[config.mk]
export PLATFORM = sky130hd
export DESIGN_NAME = pix_deinterleave2
export DESIGN_NICKNAME = d
export VERILOG_FILES = /design/src/rtl/pix_deinterleave2.sv
export SDC_FILE = /design/constraint.sdc
export NUM_CORES = 1
export LEC_CHECK = 0
export ABC_CLOCK_PERIOD_IN_PS = 6100
export BUFFER_PORTS_ARGS = -buffer_cell sky130_fd_sc_hd__buf_2
export CAP_MARGIN = 20
export CORE_ASPECT_RATIO = 0.7
export CORE_MARGIN = 1.5
export CORE_UTILIZATION = 59
export DETAILED_ROUTE_END_ITERATION = 7
export GPL_TIMING_DRIVEN = 0
export PLACE_DENSITY = 0.83
export SYNTH_ARGS = -nofsm -noshare
export SYNTH_HDL_FRONTEND = slang
export SYNTH_SLANG_ARGS = --single-unit
[constraint.sdc]
create_clock -name clk -period 6.1 [get_ports clk]
set_input_delay 1.22 -clock clk [delete_from_list [all_inputs] [get_ports clk]]
set_output_delay 1.22 -clock clk [all_outputs]
set_load 0.03 [all_outputs]
[src/rtl/pix_deinterleave2.sv]
// Serial-to-pair pixel unpacker: one pixel per beat in, even/odd pixel pair out.
// Regenerates the end-of-line marker, pads odd-length lines and resyncs on a stray start-of-line.
module pix_deinterleave2 #(
  parameter int DW     = 8,
  parameter int LINE_W = 640
) (
  input  logic          clk,
  input  logic          rst_n,
  input  logic          s_valid,
  output logic          s_ready,
  input  logic [DW-1:0] s_data,
  input  logic          s_sol,
  output logic          m_valid,
  input  logic          m_ready,
  output logic [DW-1:0] m_data0,
  output logic [DW-1:0] m_data1,
  output logic          m_last,
  output logic          m_pad,
  output logic          err_sync
);

  localparam logic [1:0]  ST_IDLE  = 2'd0;
  localparam logic [1:0]  ST_EVEN  = 2'd1;
  localparam logic [1:0]  ST_ODD   = 2'd2;
  localparam logic [11:0] LAST_COL = 12'(LINE_W - 1);

  logic [1:0]    state_q, state_d;
  logic [11:0]   col_q, col_d;
  logic [DW-1:0] hold_q, hold_d;
  logic          mv_q, mv_d;
  logic [DW-1:0] d0_q, d0_d, d1_q, d1_d;
  logic          last_q, last_d, pad_q, pad_d, err_q, err_d;
  logic          at_last, completing, accept;

  always_comb begin
    at_last    = (col_q == LAST_COL);
    // Only beats that finish a pair need room in the output register.
    completing = (state_q == ST_ODD) || ((state_q == ST_EVEN) && at_last);
    s_ready    = completing ? (!mv_q || m_ready) : 1'b1;
    accept     = s_valid && s_ready;

    state_d = state_q;
    col_d   = col_q;
    hold_d  = hold_q;
    mv_d    = mv_q && !m_ready;
    d0_d    = d0_q;
    d1_d    = d1_q;
    last_d  = last_q;
    pad_d   = pad_q;
    err_d   = 1'b0;

    if (state_q == 2'd3) state_d = ST_IDLE;

    if (accept) begin
      if (s_sol) begin
        // Start of line always wins: any partial pair is dropped.
        err_d   = (state_q != ST_IDLE);
        hold_d  = s_data;
        col_d   = 12'd1;
        state_d = ST_ODD;
      end else begin
        case (state_q)
          ST_EVEN: begin
            if (at_last) begin
              mv_d    = 1'b1;
              d0_d    = s_data;
              d1_d    = '0;
              last_d  = 1'b1;
              pad_d   = 1'b1;
              col_d   = 12'd0;
              state_d = ST_IDLE;
            end else begin
              hold_d  = s_data;
              col_d   = col_q + 12'd1;
              state_d = ST_ODD;
            end
          end
          ST_ODD: begin
            mv_d    = 1'b1;
            d0_d    = hold_q;
            d1_d    = s_data;
            last_d  = at_last;
            pad_d   = 1'b0;
            col_d   = at_last ? 12'd0 : col_q + 12'd1;
            state_d = at_last ? ST_IDLE : ST_EVEN;
          end
          default: ;
        endcase
      end
    end
  end

  always_ff @(posedge clk) begin
    if (!rst_n) begin
      state_q <= ST_IDLE;
      col_q   <= '0;
      hold_q  <= '0;
      mv_q    <= 1'b0;
      d0_q    <= '0;
      d1_q    <= '0;
      last_q  <= 1'b0;
      pad_q   <= 1'b0;
      err_q   <= 1'b0;
    end else begin
      state_q <= state_d;
      col_q   <= col_d;
      hold_q  <= hold_d;
      mv_q    <= mv_d;
      d0_q    <= d0_d;
      d1_q    <= d1_d;
      last_q  <= last_d;
      pad_q   <= pad_d;
      err_q   <= err_d;
    end
  end

  assign m_valid  = mv_q;
  assign m_data0  = d0_q;
  assign m_data1  = d1_q;
  assign m_last   = last_q;
  assign m_pad    = pad_q;
  assign err_sync = err_q;

endmodule

==> results of run 1 <==
worst min-delay path, cell delays in order, from the launching register on:
cell,delay [ns]
sky130_fd_sc_hd__dfxtp_1,0.32
sky130_fd_sc_hd__nand2_1,0.05
sky130_fd_sc_hd__mux2i_1,0.05
flip-flops by register name (all words and copies together) (netlist names):
signal    cells
col_q        12
hold_q        8
m_data0       8
m_data1       8
state_q       2
err_sync      1
m_last        1
m_pad         1
m_valid       1
area by class of cell:
cell class              instances  area, um2
flip-flops and latches         42        841
plain buffers                  13       66.3
fillers                       261        837
repair buffers                 33        165
well taps                      47       58.8
clock buffers                   6       82.6
inverters                       6       22.5
clock inverters                 1       30.0
multi-input cells             150       1110
synthesized netlist by cell type (all sizes together), types with 2 or more instances:
library cell  count
a32o              8
a311oi           13
mux2i            20
nand4             3
dfxtp            42
nor3b             2
and3              3
a22o              3
o221a             2
o211a             2
nand2            31
nand3             9
a21oi            16
nor3              2
ha                5
buf               4
or3b              2
inv               6
nand3b            2
nor2              5
nand2b            2
clkbuf            9
power by group through the flow:
stage | registers, mW | clock network (mW) | logic, mW
floorplan | 0.305 | 0 | 0.0449
global placement | 0.295 | 0 | 0.0761
detailed placement | 0.296 | 0 | 0.0775
CTS | 0.289 | 0.224 | 0.0788
global route | 0.291 | 0.236 | 0.0863
finish | 0.290 | 0.223 | 0.0796
worst paths after layout:
kind                                  end
worst max-delay path              s_ready
worst min register to register  hold_q[7]
worst min-delay path            hold_q[7]
worst max register to register   col_q[9]
cells by family (layout without fill, tap and decap cells):
logic type,after synthesis,in the layout,share of synthesized area
AND/OR/NAND/NOR,68,68,0.175
AO/OA/AOI/OAI,55,55,0.231
multiplexers,20,20,0.0982
flip-flops,42,42,0.413
adder cells (fa/ha/maj),5,5,0.0307
buffers and inverters,19,59,0.0436
XOR/XNOR,2,2,0.00860
routing by layer:
layer,global-route usage,up-vias,share of wire
met5,0,-,0
met4,0.104,0,0.013
met3,0.0654,10,0.067
met2,0.364,79,0.42
met1,0.408,831,0.50
li1,-,872,-
==> flow_summary.yaml, run 1 <==
grt:
  grt_pass1_wl_mm: 7.53
  grt_max_degree: 13
  antenna_found_initial: 0
  first_global_vias: 1581
  grt_remaining_overflow: 0
  gr-usage-all-layers: 0.269
setup_path:
  critical-path-slowest-cell: "sky130_fd_sc_hd__clkbuf_1"
  cpPeakStageDelay_ns: 0.32
  endpoint_kind: "output port"
  timing.reg2reg.worst_path_depth: 7
  critical_path.top_delay_family: "buffers and inverters"
  rr_startpoint: "state_q[1]"
  cp.arrival_ns: 2.20
  timing.critical_path.buf_inv: 3
  required_ns: 4.88
  cp-startpoint: "m_ready"
  crit_cells: 5
  crit_path_frequent_cell: "sky130_fd_sc_hd__buf_2"
  critPathLaunchType: "input pin"
  timing.critical_path.fanout_max: 7
  timing.setup.critical_path_class: "in -> out"
  timing.reg2reg.setup_slack_ns: 3.75
  cp_cell_sequence: "buf_2 -> nor2b_1 -> clkbuf_1 -> o21ai_0 -> buf_2"
synthesis:
  post-synth-top-area-fraction: 0.413
  yosysWarnings: 0
  mappedNetlistArea_mm2: 0.00204
  synthesized_area_divided_by_synthesized_cell_count_um2: 9.66
  ys_top_cells_by_area: "sky130_fd_sc_hd__dfxtp_1, sky130_fd_sc_hd__mux2i_1, sky130_fd_sc_hd__a311oi_1, sky130_fd_sc_hd__nand2_1, sky130_fd_sc_hd__a32o_1"
  synth_top_cell_by_area: "sky130_fd_sc_hd__dfxtp_1"
  ys_async_sr_fraction: 0
  syn_nets: 229
  ys_types: 46
  synth_enable_flop_cells: 0
  seq_cells_post_synth: 42
  number_of_instances_in_the_synthesized_netlist: 211
  synth_ff_type: "sky130_fd_sc_hd__dfxtp_1"
  synth_sequential_area_ratio: 0.413
clocking:
  cts.sink_count: 42
  post_cts_resize_count: 0
  clock_path_buffers: 2
  worst_skew_pair.late_latency_ns: 0.30
  numCtsBuffers: 5
  root_buffer_selected_by_cts: "sky130_fd_sc_hd__clkbuf_8"
  cts_post_setup_buffers_inserted: 0
  holdBufCountCts: 0
  clock_slew_seen_by_the_registers_of_the_worst_setup_and_hold_paths_ns: 0.07
  htree_num_levels: 2
  cts_tree: "built"
cells_and_area:
  layout-drive-gt1-share: 0.215
  most-common-layout-cells: "sky130_fd_sc_hd__dfxtp_1, sky130_fd_sc_hd__buf_2, sky130_fd_sc_hd__nand2_1, sky130_fd_sc_hd__mux2i_1, sky130_fd_sc_hd__a21oi_1"
  layout-area-overhead-vs-synth_pct: 16.5
  most_common_library_cell_in_the_layout_ignoring_fill_and_taps: "sky130_fd_sc_hd__dfxtp_1"
  layoutNonFillerInstCount: 298
  finalCoreUtilization: 0.739
  num_antenna_cells: 0
  finalNetCount: 269
  stdcell_area_mm2: 0.00237
pwr:
  total_switching_power_uw: 150
  swShare: 0.252
  post-layout-total-power_uw: 593
  power_per_cell_area_mw_per_mm2: 250
  clock_power_share: 0.377
  ir_worst_vdd_mv: 0.200
  power_leakage_nw: 0.942
  power_report.internal_total_uw: 443
  pwr-share-seq: 0.489
  power.share.combinational: 0.134
timing:
  finalHoldViolations: 0
  tightestPinTransition_ns: 0.687
  timing.slew.headroom: 0.542
  layout_setup_ws_ns: 2.68
  max_freq_ghz: 0.292
  min_period_over_period: 0.561
  timing.final.crit_period_ns: 3.42
  timing.clock.skew_ns: 0.00789
  finalSetupTns_ns: 0
  finalHoldWorstSlack_ns: 0.464
  finalMaxSlewViolations: 0
  finalSetupViolations: 0
  rsz0062_at_grt: "no"
drt:
  remaining_drc_errors: 0
  drtPass1Iterations: 5
  via_per_inst: 6.01
  totalWireLength_mm: 4.85
  wire_per_inst_um: 16.3
  drt_first_iter_violations: 114
  dr_vias: 1792
  ant_nets: 0
placement:
  gp_congestion: 0.854
  place.detailed.instances: 291
  place.detailed.hpwl_mm: 3.38
  i_o_buffers: 33
  post-place-ws_ns: 2.71
  placed_area_mm2: 0.00226
floorplanning:
  io_pins: 34
  core_area_mm2: 0.00321
  die_width_um: 73.3
  start_util: 0.635
  fp.dieArea_mm2: 0.00382
  die_y_um: 52.2
  row_count: 17
min_path:
  min_path_cells: 2
  worstHoldPathType: "reg -> reg"
  beginning_of_the_worst_hold_path: "hold_q[7]"
job:
  drv.max_cap_violation_count: 0
run_status:
  run_status: "finished clean"
(Power assumes the default switching activity.)
==> run 2: changes to the inputs <==
==> config.mk (replaced) <==
export PLATFORM = sky130hd
export DESIGN_NAME = pix_deinterleave2
export DESIGN_NICKNAME = d
export VERILOG_FILES = /design/src/rtl/pix_deinterleave2.sv
export SDC_FILE = /design/constraint.sdc
export NUM_CORES = 1
export LEC_CHECK = 0
export ABC_CLOCK_PERIOD_IN_PS = 2800
export BUFFER_PORTS_ARGS = -buffer_cell sky130_fd_sc_hd__buf_2
export CAP_MARGIN = 20
export CORE_ASPECT_RATIO = 0.7
export CORE_MARGIN = 1.5
export CORE_UTILIZATION = 50
export DETAILED_ROUTE_END_ITERATION = 7
export GPL_TIMING_DRIVEN = 0
export PLACE_DENSITY = 0.75
export SYNTH_ARGS = -nofsm -noshare
export SYNTH_HDL_FRONTEND = slang
export SYNTH_SLANG_ARGS = --single-unit
==> constraint.sdc (replaced) <==
create_clock -name clk -period 2.8 [get_ports clk]
set_input_delay 0.56 -clock clk [delete_from_list [all_inputs] [get_ports clk]]
set_output_delay 0.56 -clock clk [all_outputs]
set_load 0.03 [all_outputs]
==> flow_summary.yaml, run 2 (synthesized netlist as in run 1, its figures left out) <==
clocking:
  holdBufCountCts: 0
  clock_slew_seen_by_the_registers_of_the_worst_setup_and_hold_paths_ns: 0.07
  cts_post_setup_buffers_inserted: 0
  post_cts_resize_count: 0
  clock_path_buffers: 2
  cts_tree: "built"
  cts.sink_count: 42
  root_buffer_selected_by_cts: "sky130_fd_sc_hd__clkbuf_8"
  worst_skew_pair.late_latency_ns: 0.29
  htree_num_levels: 2
  numCtsBuffers: 5
pwr:
  pwr-share-seq: 0.542
  total_switching_power_uw: 315
  ir_worst_vdd_mv: 0.364
  power_report.internal_total_uw: 847
  power_leakage_nw: 0.928
  power_per_cell_area_mw_per_mm2: 495
  swShare: 0.271
  clock_power_share: 0.313
  power.share.combinational: 0.145
placement:
  gp_congestion: 0.835
  place.detailed.hpwl_mm: 3.31
  i_o_buffers: 33
grt:
  gr-usage-all-layers: 0.209
  antenna_found_initial: 0
  first_global_vias: 1474
  grt_remaining_overflow: 0
  grt_max_degree: 13
  grt_pass1_wl_mm: 7.15
floorplanning:
  start_util: 0.520
  die_width_um: 79.3
  die_y_um: 56.4
  core_area_mm2: 0.00392
  fp.dieArea_mm2: 0.00447
  row_count: 19
  io_pins: 34
drt:
  wire_per_inst_um: 14.5
  drtPass1Iterations: 4
  drt_first_iter_violations: 115
  totalWireLength_mm: 4.40
  ant_nets: 0
  dr_vias: 1724
  remaining_drc_errors: 0
  via_per_inst: 5.69
min_path:
  beginning_of_the_worst_hold_path: "col_q[11]"
  worstHoldPathType: "reg -> reg"
job:
  drv.max_cap_violation_count: 0
cells_and_area:
  max_flop_register: "col_q"
  finalNetCount: 269
  layout-drive-gt1-share: 0.215
  layout-area-overhead-vs-synth_pct: 15.2
  largest_register_ff_count: 12
  num_antenna_cells: 0
  most-common-layout-cells: "sky130_fd_sc_hd__dfxtp_1, sky130_fd_sc_hd__buf_2, sky130_fd_sc_hd__nand2_1, sky130_fd_sc_hd__mux2i_1, sky130_fd_sc_hd__a21oi_1"
  most_common_library_cell_in_the_layout_ignoring_fill_and_taps: "sky130_fd_sc_hd__dfxtp_1"
timing:
  rsz0062_at_grt: "no"
  finalSetupViolations: 0
  finalHoldViolations: 0
  timing.final.crit_period_ns: 2.56
  timing.clock.skew_ns: 0.00229
  timing.slew.headroom: 0.570
  tightestPinTransition_ns: 0.645
  min_period_over_period: 0.914
  finalHoldWorstSlack_ns: 0.457
  finalMaxSlewViolations: 0
  finalSetupTns_ns: 0
  max_freq_ghz: 0.391
setup_path:
  cp_cell_sequence: "ha_1 -> clkbuf_1 -> nand3_1 -> nor3_1 -> o21ai_0 -> buf_2"
  required_ns: 2.24
  cp.arrival_ns: 2.00
  critical_path.top_delay_family: "simple AND/OR/NAND/NOR gates"
  critPathLaunchType: "register"
  cpPeakStageDelay_ns: 0.42
  timing.critical_path.fanout_max: 8
  timing.critical_path.buf_inv: 2
  critical-path-slowest-cell: "sky130_fd_sc_hd__dfxtp_1"
  timing.setup.critical_path_class: "reg -> out"
  cp-startpoint: "col_q[0]"
  rr_startpoint: "state_q[1]"
  endpoint_kind: "output port"
run_status:
  run_status: "finished clean"
run 2: cell count changes in the layout (fill, tap and decap cells not counted):
cell / change
sky130_fd_sc_hd__bufinv_16: -1
sky130_fd_sc_hd__clkbuf_8: -1
sky130_fd_sc_hd__clkinv_2: +2
run 2: worst paths after layout:
kind / end / slack, ns / cells after the start
setup / recovery: s_ready / 0.24 / 6
hold / removal: col_q[11] / 0.46 / 1
setup reg to reg: col_q[8] / 0.50 / 7
hold reg to reg: col_q[11] / 0.46 / 1
run 2: layer usage:
metal	wire, um	track usage	vias to the layer above
li1	-	-	873
met1	2280	0.326	784
met2	1770	0.280	63
met3	318	0.0504	4
met4	35	0.0602	0
met5	0	0	-
run 2: layout make-up:
type	instances	area (um2)
Buffer	13	66.3
Clock buffer	5	68.8
Clock inverter	2	10.0
Fill cell	347	1580
Inverter	6	22.5
Multi-Input combinational cell	150	1110
Sequential cell	42	841
Tap cell	52	65.1
Timing Repair Buffer	33	165
run 2: power by group through the flow:
stage	Clock [mW]	Combinational, mW	Sequential, mW
final	0.363	0.169	0.630
after global placement	0	0.167	0.643
after global routing	0.397	0.185	0.633
after floorplan	0	0.0979	0.664
after detailed placement	0	0.168	0.644
after CTS	0.375	0.168	0.630
run 2: per-stage QoR:
| stage | instance area [um2] | total power, mW | worst slack, ns | std cells | util |
|---|---|---|---|---|---|
| 3_5_place_dp | 2270 | 0.812 | 0.499 | 296 | 0.578 |
| 3_3_place_gp | 2270 | 0.810 | 0.540 | 296 | 0.578 |
| 4_1_cts | 2350 | 1.17 | 0.256 | 303 | 0.598 |
| 6_report | 2350 | 1.16 | 0.241 | 303 | 0.598 |
| 5_1_grt | 2350 | 1.22 | 0.0369 | 303 | 0.598 |
| 2_1_floorplan | 2040 | 0.762 | 0.575 | 211 | - |
